File: src/rtl/multi_key_debouncer.sv
// Multi-channel key debouncer: 2-flop sync, FILT_LEN-sample hysteresis
// filter and per-channel auto-repeat (IDLE -> DELAY -> REPEAT).
// Ports: CLK, CLR (async, active-high), CE (filter sample enable),
//   REP_CE (repeat tick enable), S_IN[CH_NUM] raw keys (1 = pressed);
//   KEY_EN debounced state, KEY_UP press/repeat pulse,
//   KEY_REL release pulse, KEY_ANY = OR of KEY_EN.
// Option: define MULTI_KEY_DEBOUNCER_ACCEL_EN to halve the repeat
//   period (min 1) after ACCEL_AFTER repeats.
module multi_key_debouncer #(
   parameter int CH_NUM      = 4,
   parameter int FILT_LEN    = 4,
   parameter int REP_DELAY   = 50,
   parameter int REP_PERIOD  = 10,
   parameter int ACCEL_AFTER = 8
) (
   input  logic              CLK,
   input  logic              CLR,
   input  logic              CE,
   input  logic              REP_CE,
   input  logic [CH_NUM-1:0] S_IN,
   output logic [CH_NUM-1:0] KEY_EN,
   output logic [CH_NUM-1:0] KEY_UP,
   output logic [CH_NUM-1:0] KEY_REL,
   output logic              KEY_ANY
);

   typedef enum logic [1:0] {IDLE, DELAY, REPEAT} state_t;

   localparam logic [7:0] DLY_LD = 8'(REP_DELAY - 1);
   localparam logic [7:0] PER_LD = 8'(REP_PERIOD - 1);

   if (CH_NUM < 1 || CH_NUM > 16 ||
       FILT_LEN < 2 || FILT_LEN > 16 ||
       REP_DELAY < 1 || REP_DELAY > 255 ||
       REP_PERIOD < 1 || REP_PERIOD > 255 ||
       ACCEL_AFTER < 1 || ACCEL_AFTER > 255) begin : g_bad_param
      $error("multi_key_debouncer: parameter out of range");
   end

   logic [CH_NUM-1:0]   sync1_q, sync2_q;
   logic [FILT_LEN-1:0] hist_q [CH_NUM];
   logic [FILT_LEN-1:0] hist_d [CH_NUM];
   logic [CH_NUM-1:0]   en_q, en_d;
   logic [CH_NUM-1:0]   up_q, up_d;
   logic [CH_NUM-1:0]   rel_q, rel_d;
   logic [CH_NUM-1:0]   rise, fall, tick, expire;
   state_t              st_q [CH_NUM];
   state_t              st_d [CH_NUM];
   logic [7:0]          cnt_q [CH_NUM];
   logic [7:0]          cnt_d [CH_NUM];
   logic [7:0]          per_ld [CH_NUM];

   // Filter: the freshly shifted history decides, so KEY_EN moves on
   // the same edge that completes a run of equal samples.
   always_comb begin
      en_d = en_q;
      for (int i = 0; i < CH_NUM; i++) begin
         hist_d[i] = hist_q[i];
         if (CE) begin
            hist_d[i] = {hist_q[i][FILT_LEN-2:0], sync2_q[i]};
            if (&hist_d[i])
               en_d[i] = 1'b1;
            else if (~|hist_d[i])
               en_d[i] = 1'b0;
         end
      end
      rise = en_d & ~en_q;
      fall = ~en_d & en_q;
   end

   // Repeat ticks only count while pressed; a release on the same
   // edge pre-empts any expiry.
   always_comb begin
      tick   = '0;
      expire = '0;
      for (int i = 0; i < CH_NUM; i++) begin
         tick[i]   = REP_CE && (st_q[i] != IDLE) && !fall[i];
         expire[i] = tick[i] && (cnt_q[i] == 8'd0);
      end
   end

`ifdef MULTI_KEY_DEBOUNCER_ACCEL_EN
   localparam int FAST = (REP_PERIOD / 2 > 1) ? REP_PERIOD / 2 : 1;
   localparam logic [7:0] FAST_LD = 8'(FAST - 1);
   localparam logic [7:0] ACC_N   = 8'(ACCEL_AFTER);

   logic [7:0] rc_q [CH_NUM];
   logic [7:0] rc_d [CH_NUM];

   // Saturating repeat count; the period reloaded at an expiry uses
   // the count including that expiry.
   always_comb begin
      logic [7:0] inc;
      inc = '0;
      for (int i = 0; i < CH_NUM; i++) begin
         inc       = (rc_q[i] < ACC_N) ? rc_q[i] + 8'd1 : rc_q[i];
         per_ld[i] = (inc >= ACC_N) ? FAST_LD : PER_LD;
         rc_d[i]   = rc_q[i];
         if (fall[i] || rise[i])
            rc_d[i] = '0;
         else if (expire[i])
            rc_d[i] = inc;
      end
   end

   always_ff @(posedge CLK or posedge CLR) begin
      if (CLR) begin
         for (int i = 0; i < CH_NUM; i++)
            rc_q[i] <= '0;
      end else begin
         for (int i = 0; i < CH_NUM; i++)
            rc_q[i] <= rc_d[i];
      end
   end
`else
   always_comb begin
      for (int i = 0; i < CH_NUM; i++)
         per_ld[i] = PER_LD;
   end
`endif

   // State register
   always_ff @(posedge CLK or posedge CLR) begin
      if (CLR) begin
         sync1_q <= '0;
         sync2_q <= '0;
         en_q    <= '0;
         up_q    <= '0;
         rel_q   <= '0;
         for (int i = 0; i < CH_NUM; i++) begin
            hist_q[i] <= '0;
            st_q[i]   <= IDLE;
            cnt_q[i]  <= '0;
         end
      end else begin
         sync1_q <= S_IN;
         sync2_q <= sync1_q;
         en_q    <= en_d;
         up_q    <= up_d;
         rel_q   <= rel_d;
         for (int i = 0; i < CH_NUM; i++) begin
            hist_q[i] <= hist_d[i];
            st_q[i]   <= st_d[i];
            cnt_q[i]  <= cnt_d[i];
         end
      end
   end

   // Next state
   always_comb begin
      for (int i = 0; i < CH_NUM; i++) begin
         st_d[i]  = st_q[i];
         cnt_d[i] = cnt_q[i];
         unique case (1'b1)
            fall[i]: begin
               st_d[i]  = IDLE;
               cnt_d[i] = '0;
            end
            rise[i]: begin
               st_d[i]  = DELAY;
               cnt_d[i] = DLY_LD;
            end
            tick[i]: begin
               if (cnt_q[i] == 8'd0) begin
                  st_d[i]  = REPEAT;
                  cnt_d[i] = per_ld[i];
               end else begin
                  cnt_d[i] = cnt_q[i] - 8'd1;
               end
            end
            default: ;
         endcase
      end
   end

   // Outputs (registered through up_q / rel_q)
   always_comb begin
      up_d  = rise | expire;
      rel_d = fall;
   end

   assign KEY_EN  = en_q;
   assign KEY_UP  = up_q;
   assign KEY_REL = rel_q;
   assign KEY_ANY = |en_q;

endmodule

File: config.mk
export PLATFORM = sky130hd
export DESIGN_NAME = multi_key_debouncer
export DESIGN_NICKNAME = d
export VERILOG_FILES = /design/src/rtl/multi_key_debouncer.sv
export SDC_FILE = /design/constraint.sdc
export NUM_CORES = 1
export LEC_CHECK = 0
export ABC_CLOCK_PERIOD_IN_PS = 2800
export BUFFER_PORTS_ARGS = -buffer_cell sky130_fd_sc_hd__buf_2
export CORE_MARGIN = 3
export CORE_UTILIZATION = 45
export CTS_BUF_LIST = sky130_fd_sc_hd__clkbuf_16
export CTS_CLUSTER_SIZE = 25
export DETAILED_ROUTE_END_ITERATION = 16
export GPL_TIMING_DRIVEN = 0
export HOLD_SLACK_MARGIN = 0.12
export PLACE_DENSITY = 0.64
export SLEW_MARGIN = 25
export SYNTH_ARGS = -nofsm -noshare
export SYNTH_HDL_FRONTEND = slang
export SYNTH_SLANG_ARGS = --single-unit
File: constraint.sdc
create_clock -name CLK -period 2.8 [get_ports CLK]
set_clock_uncertainty 0.15 [all_clocks]
set_input_delay 0.56 -clock CLK [delete_from_list [all_inputs] [get_ports CLK]]
set_output_delay 0.56 -clock CLK [all_outputs]
set_load 0.01 [all_outputs]
# After elaboration in Yosys (flattened, before gate mapping)
# Index checks and enable logic that the tools add are counted.
[op_classes]
reduce_logical = 41
eq_ne = 4
n_bitwise = 5
add_sub_neg = 4
n_mux = 28
[ops]
columns = ["operator", "n"]
rows = [
  ["8-bit case mux with 3 select lines", 4],
  ["8-bit zero test", 4],
  ["8-bit 2-to-1 mux", 4],
  ["8-bit by 1-bit subtractor with 8-bit output, second input constant", 4],
  ["2-bit case mux with 3 select lines", 4],
  ["4-bit OR reduction", 5],
  ["4-bit AND reduction", 4],
  ["1-bit logical AND", 12],
  ["1-bit 2-to-1 mux", 12],
  ["3-bit nonzero test", 4],
  ["4-bit AND", 2],
  ["2-bit 2-to-1 mux", 4],
  ["2-bit by 1-bit inequality test with 1-bit output, second input constant", 4],
  ["4-bit inverter", 2],
  ["2-bit AND reduction", 4],
  ["2-bit nonzero test", 4],
  ["1-bit zero test", 4],
  ["4-bit OR", 1],
]
[totals]
register_bits = 72
in_bits = 8
word_cells = 99
out_inout_bits = 13

# Longest topological paths before layout
# Gate-level depths: netlist of run 1.
[logic_depth]
depth_word = 10
depth_mapped = 10

# Least setup slack after synthesis of run 1
# Ideal clock, no wire load.
[synth_timing]
path_type = "input port to flip-flop"
startpoint = "input port CE"
endpoint = "register cnt_q[3] (netlist bit)"
t_required_ns = 2.526
path_stages = 10
arrival_time_ns = 2.549
path_slack_ns = -0.023
path_cell_list = "clkbuf_1 > or4b_1 > a22o_1 > inv_1 > ha_1 > nand2b_1 > or2_1 > clkbuf_1 > o21ai_0 > a211o_1"
[synth_via]
elab_chain_cells = 6
[synth_rtl]
columns = ["element", "line", "text"]
rows = [
  ["start, declared", "18", "input logic CE,"],
  ["1-bit 2-to-1 mux *", "59", "if (CE) begin"],
  ["named net en_d[3]", "43", "logic [CH_NUM-1:0] en_q, en_d;"],
  ["4-bit inverter *", "68", "fall = ~en_d & en_q;"],
  ["4-bit AND *", "68", ""],
  ["named net fall[3]", "46", "logic [CH_NUM-1:0] rise, fall, tick, expire;"],
  ["1-bit zero test", "77", "tick[i] = REP_CE && (st_q[i] != IDLE) && !fall[i];"],
  ["1-bit logical AND", "77", ""],
  ["8-bit case mux with 3 select lines / 3-bit nonzero test (equally long branches)", "--", ""],
  ["end signal, assigned by index", "144", "cnt_q[i] <= cnt_d[i];"],
  ["end, declared", "49", "logic [7:0] cnt_q [CH_NUM];"],
]
# The timed path passes the listed nets; every way through them passes the cells marked *.
# A chain may end at the register's enable or synchronous reset.

# Worst setup path in the final report of run 1
[layout_timing]
startpoint = "register hist_q[9] (netlist bit)"
endpoint = "register st_q[4] (netlist bit)"
[layout_via]
elab_chain_cells = 10
[layout_rtl]
columns = ["element", "line", "text"]
rows = [
  ["start, declared", "41", "logic [FILT_LEN-1:0] hist_q [CH_NUM];"],
  ["start signal, assigned by index", "142", "hist_q[i] <= hist_d[i];"],
  ["4-bit OR reduction", "63", "else if (~|hist_d[i])"],
  ["1-bit 2-to-1 mux", "63", ""],
  ["1-bit 2-to-1 mux *", "61", "if (&hist_d[i])"],
  ["1-bit 2-to-1 mux *", "59", ""],
  ["named net en_d[1]", "43", ""],
  ["4-bit inverter *", "68", ""],
  ["4-bit AND *", "68", ""],
  ["named net fall[1]", "46", ""],
  ["1-bit zero test", "77", ""],
  ["1-bit logical AND", "77", ""],
  ["2-bit by 1-bit inequality test with 1-bit output (no source line) / 3-bit nonzero test (equally long branches)", "--", ""],
  ["2-bit AND reduction (no source line)", "--", ""],
  ["end signal, assigned by index", "143", "st_q[i] <= st_d[i];"],
  ["end, declared", "47", "state_t st_q [CH_NUM];"],
]
# Marked as above.

==> run metrics, run 1 <==
status completed; slowest CP cell or4b_2; synth-to-layout area growth 14.5%; Tcrit/Tclk final 94.2%; #FFs+latches synth 72; met3 WL post-DR 302 µm; H-Tree Depth 3; Die Ht 95 µm; global-route wire length before repair 11.8 mm; met2 wire length 3.05 mm; Multi-input gate area 1660 µm²; CTS tree built; Mapped Cells 328; Final min period 2640 ps; TNS Setup 0 ps; Area contributors post-synth dfrtp_1 (51%), ha_1 (5.6%), mux2_2 (3.8%); Seq. cell area 1800 µm²; RD Place Congestion 0.888; Syn Std Cell Area 3560 µm²; initial DRC count 94; Yosys warnings 0; antenna cells 0; Setup WS pre-CTS -323 ps; max incr delay on CP 670 ps; Startpoint Class flop; dominant cell type by area after synthesis dfrtp_1; Layout Nets 386; Buf/Inv on CP 1; WL/cell 14.6 µm; Clock Latency Late Sink 320 ps; mean area per synthesized cell 10.9 µm²; top-count cell post-synth dfrtp_1; Setup CP Type reg2reg; post-synthesis sequential area ratio 50.5%; post-detail-place hpwl 4.78 mm; final worst slack 163 ps; Initial Util 47.6%; DRC 0; number of flops mapped to enable cells by yosys 0; Filler cells 649; Yosys top cell area share 50.5%; vias per cell 5.66; Slew Limit Fails 0; via count 2619; Static Leakage 1.92 nW; Die Area 9030 µm²; Critical Path, Cell by Cell or4b_2 -> a22o_1 -> inv_1 -> ha_1 -> nand2b_1 -> o21ai_2 -> nand2_1 -> mux2_1; Reg clk slew, reported paths 50 ps; Final Setup Violations 0; Rows 31; Max Cap Violations 0; PortBufs 20; power density cells 1030 nW/µm²; commonest cells in the netlist dfrtp_1 (72), inv_1 (25), nor2_1 (24); M1 wire length 3.35 mm; RSZ-0062 raised after global routing no; die width 95 µm; Max Freq 379 MHz; worst-path fanout max 7; syn_nets 352; Worst VDD drop 568 µV; CP endpoint kind flop; initial antenna violation count 0; Root Driver clkbuf_16; Highest Signal Layer met4; Critical Path AT 2690 ps; Main synth FF type dfrtp_1; R2R setup slack 160 ps; layout cells sized above 1 19.0%; CTS buffer count 9; CTS Buffer Depth 2; Finished Layout Cells 463; count of different cell masters after synthesis 60; asr flop ratio synth 100%; Worst Hold Class in2reg; # IOs 21; worst-margin pin slew 634 ps; largest net degree at the start of global routing 44; antenna violation net count after detailed routing 0; delay-heaviest family, CP simple AND/OR/NAND/NOR gates; core area 7490 µm²; CTS Sinks 72; vias in the first global route 2474; all-layer global routing usage 16.9%; placed cell count 448; final hold viol count 0; Worst slew margin 57.3%; routed wire length 6.77 mm; gr ovfl total 0; First-pass DRT Iterations 4; Required @ worst endpoint 2850 ps
-- per-stage QoR --
| stage | instance area (µm²) | hold slack, ps | utilization, % | total power [W] |
|---|---|---|---|---|
| 2_1_floorplan | 3570 | 181 | - | 0.00286 |
| 3_3_place_gp | 3790 | 182 | 50.6 | 0.00319 |
| 3_5_place_dp | 3810 | 192 | 50.9 | 0.00323 |
| 4_1_cts | 4060 | 177 | 54.3 | 0.00422 |
| 5_1_grt | 4080 | 179 | 54.5 | 0.00456 |
| 6_report | 4080 | 190 | 54.5 | 0.00420 |
-- layer usage --
metal / GRT usage (%) / vias up
li1: - / 1287
met1: 23.1 / 1283
met2: 25.0 / 43
met3: 5.82 / 6
met4: 5.89 / 0
met5: 0 / -
-- report_power, final --
| group | internal (W) | switching (W) | leakage (nW) |
|---|---|---|---|
| sequential | 0.00132 | 0.000273 | 0.911 |
| combinational | 0.000698 | 0.000949 | 0.887 |
| clock | 0.000572 | 0.000385 | 0.123 |
| total | 0.00259 | 0.00161 | 1.92 |
-- cells by family (layout without fill, tap and decap cells) --
family                     after synthesis  in the layout  share of synthesized area [%]
and+or+nand+nor                        116            116                           19.0
buffers and inverters                   29             65                           3.09
AOI/OAI and AO/OA                       79             79                           16.6
muxes                                   16             16                           5.16
adders and majority gates               16             16                           5.62
DFF                                     72             72                           50.5
-- registers in the layout, summed over array words and instances (netlist names) --
signal and flops:
st_q 8, KEY_UP 4, cnt_q 32, sync2_q 4, hist_q 12, KEY_REL 4
KEY_EN 4, sync1_q 4
-- path summary, 6_finish.rpt --
kind                       cells after the start       start          to
max                                            8   hist_q[9]     st_q[4]
min                                            1     S_IN[0]  sync1_q[0]
max reg2reg                                    8   hist_q[9]     st_q[4]
min reg2reg                                    0  sync1_q[2]  sync2_q[2]
max in group asynchronous                      4         CLR   cnt_q[31]
min in group asynchronous                      3         CLR   cnt_q[13]
-- cell type report --
cell class | count | share of cell area, %
sequential | 72 | 44.1
multi-input combinational | 227 | 40.7
clock buffer | 9 | 5.52
timing repair buffer | 23 | 3.37
tap | 99 | 3.03
inverter | 25 | 2.36
buffer | 4 | 0.521
clock inverter | 4 | 0.398
-- placed cells by master, fill, tap and decap left out, types with 3 or more instances in the layout --
| cell | synthesis | final |
|---|---|---|
| dfrtp_1 | 72 | 72 |
| inv_1 | 25 | 25 |
| nor2_1 | 24 | 24 |
| buf_2 | 1 | 21 |
| nand2_1 | 18 | 18 |
| o21ai_0 | 16 | 16 |
| ha_1 | 16 | 16 |
| mux2_2 | 12 | 12 |
| nor3_1 | 12 | 12 |
| nand2b_1 | 9 | 9 |
| nand3_1 | 9 | 9 |
| clkbuf_16 | 0 | 9 |
| a22o_1 | 8 | 8 |
| nand4_1 | 8 | 8 |
| a31oi_1 | 7 | 7 |
| a211o_1 | 5 | 5 |
| or3_1 | 5 | 5 |
| or2_2 | 4 | 4 |
| o21ai_2 | 2 | 4 |
| o22ai_1 | 4 | 4 |
| a21o_1 | 4 | 4 |
| a41o_1 | 4 | 4 |
| nor3b_1 | 3 | 3 |
| nor3_2 | 3 | 3 |
| or2_1 | 3 | 3 |
| or4b_1 | 3 | 3 |
| mux2_1 | 3 | 3 |
-- timing repair --
item,4_1_cts,5_1_grt
endpoints found under the setup margin,0,22
hold endpoints to repair,29,0
gates resized for setup,0,6
setup buffers,0,1
hold buffers,1,0
Note: power is estimated with default switching activity, not from simulation.
==> inputs of run 2 (changes only) <==
- CORE_UTILIZATION: 45 -> 50
- PLACE_DENSITY: 0.64 -> 0.7
==> run metrics, run 2 (same netlist as run 1, synthesis figures left out) <==
post-detail-place hpwl 4.49 mm; Largest regs cnt_q x32, hist_q x12, st_q x8; First-pass DRT Iterations 5; Static Leakage 1.97 nW; CTS Buffer Depth 2; Most flops, register cnt_q; sw frac 36.5%; Reg clk slew, reported paths 60 ps; final hold slack 189 ps; CP endpoint kind flop; CTS buffer count 9; Max Cap Violations 0; routed wire length 6.68 mm; status completed; Post-DP Area 3820 µm²; Final Setup Violations 0; antenna cells 0; Worst slew margin 61.4%; worst r2r path cells 8; Reg power frac 35.1%; final hold viol count 0; slowest CP cell or4b_1; Rows 30; proportion of power drawn by the clock network 28.4%; Finished Layout Cells 463; largest net degree at the start of global routing 53; DRC 0; via count 2628; CTS Sinks 72; Startpoint Class primary input; Critical Path AT 2730 ps; most frequent cells in the layout dfrtp_1 (72), inv_1 (25), nor2_1 (24); worst-path fanout max 10; Tcrit/Tclk final 95.3%; # IOs 21; antenna violation net count after detailed routing 0; Max Freq 375 MHz; hold depth 1; power density cells 1090 nW/µm²; R2R setup slack 210 ps; Net Sw Power 0.00166 W; H-Tree Depth 3; max incr delay on CP 450 ps; Initial Util 51.9%; Filler cells 591; Combinational Power Share 36.5%; vias per cell 5.68; initial antenna violation count 0; core area 6870 µm²; layout cells sized above 1 19.9%; worst-margin pin slew 573 ps; CTS tree built; synth-to-layout area growth 17.3%; RD Place Congestion 0.824; WL/cell 14.4 µm; PortBufs 20; fin util 60.9%; cell area after layout 4180 µm²; Root Driver clkbuf_16; Clock Latency Late Sink 330 ps; global-route wire length before repair 11.9 mm; gr ovfl total 0; placed cell count 445; all-layer global routing usage 17.9%; max FFs per register 32; commonest non-fill, non-tap cell in the layout dfrtp_1; P_int 0.00289 W; Setup CP Type in2reg; initial DRC count 98; most frequent CP cell buf_2; Final min period 2670 ps; die width 90.4 µm; Worst VDD drop 528 µV; Required @ worst endpoint 2860 ps; vias in the first global route 2617; Die Ht 90.4 µm; Layout Nets 386; Critical Path, Cell by Cell buf_2 -> buf_2 -> or4b_1 -> a22o_1 -> inv_1 -> ha_1 -> nand2b_1 -> or2_1 -> clkbuf_4 -> o21ai_0 -> a211o_1; Worst Hold Class in2reg; Slew Limit Fails 0; Die Area 8180 µm²
-- run 2: changes by cell type in the layout (fill, tap and decap cells not counted), sizes merged --
cell	delta
clkbuf	-1
buf	+1
bufinv	+3
-- run 2: final timing paths --
kind,startpoint,to
max in group asynchronous,CLR,hist_q[14]
hold reg to reg,sync1_q[0],sync2_q[0]
min in group asynchronous,CLR,cnt_q[13]
hold / removal,S_IN[3],sync1_q[3]
setup / recovery,CE,cnt_q[3]
setup reg to reg,hist_q[9],cnt_q[19]
-- run 2: critical path, delay by kind of cell --
kind	cells	cell delay [ps]
simple gates	3	810
compound gates	3	610
buf+inv	4	580
fa+ha+maj	1	170
-- run 2: per-stage QoR --
step	total power, W	TNS, ps	setup WS (ps)
global route	0.00490	-8.33	-8.33
finish	0.00454	0	132
floorplan	0.00286	0	83.8
global placement	0.00318	-46030	-589
detailed placement	0.00322	-5540	-332
CTS	0.00455	0	30.5
-- run 2: timing repair --
action | in CTS | in global routing
hold buffers | 1 | 0
hold endpoints to repair | 20 | 0
buffers inserted | 0 | 1
endpoints found under the setup margin | 3 | 2
pin swaps | 0 | 1
gates cloned | 0 | 0
gates resized for setup | 1 | 5
-- run 2: cell type report --
class	instances	area (µm²)	area share, %
multi-input combinational	227	1660	39.7
timing repair buffer	23	145	3.47
clock buffer	9	225	5.39
tap	96	120	2.87
clock inverter	7	111	2.66
inverter	25	96.3	2.30
buffer	4	21.3	0.509
sequential	72	1800	43.1
-- run 2: per-layer routing --
layer	share of wire [%]	vias to the layer above	track usage, %
li1	-	1288	-
met3	4.1	11	4.08
met5	0	-	0
met1	48	1275	23.2
met2	46	54	28.9
met4	1.7	0	7.27
-- run 2: power by group through the flow --
| stage | Clock [W] | Sequential (W) | Combinational (W) |
|---|---|---|---|
| after floorplan | 0 | 0.00156 | 0.00130 |
| after global placement | 0 | 0.00160 | 0.00158 |
| after detailed placement | 0 | 0.00160 | 0.00162 |
| after CTS | 0.00131 | 0.00159 | 0.00164 |
| after global routing | 0.00137 | 0.00164 | 0.00189 |
| final | 0.00129 | 0.00159 | 0.00166 |
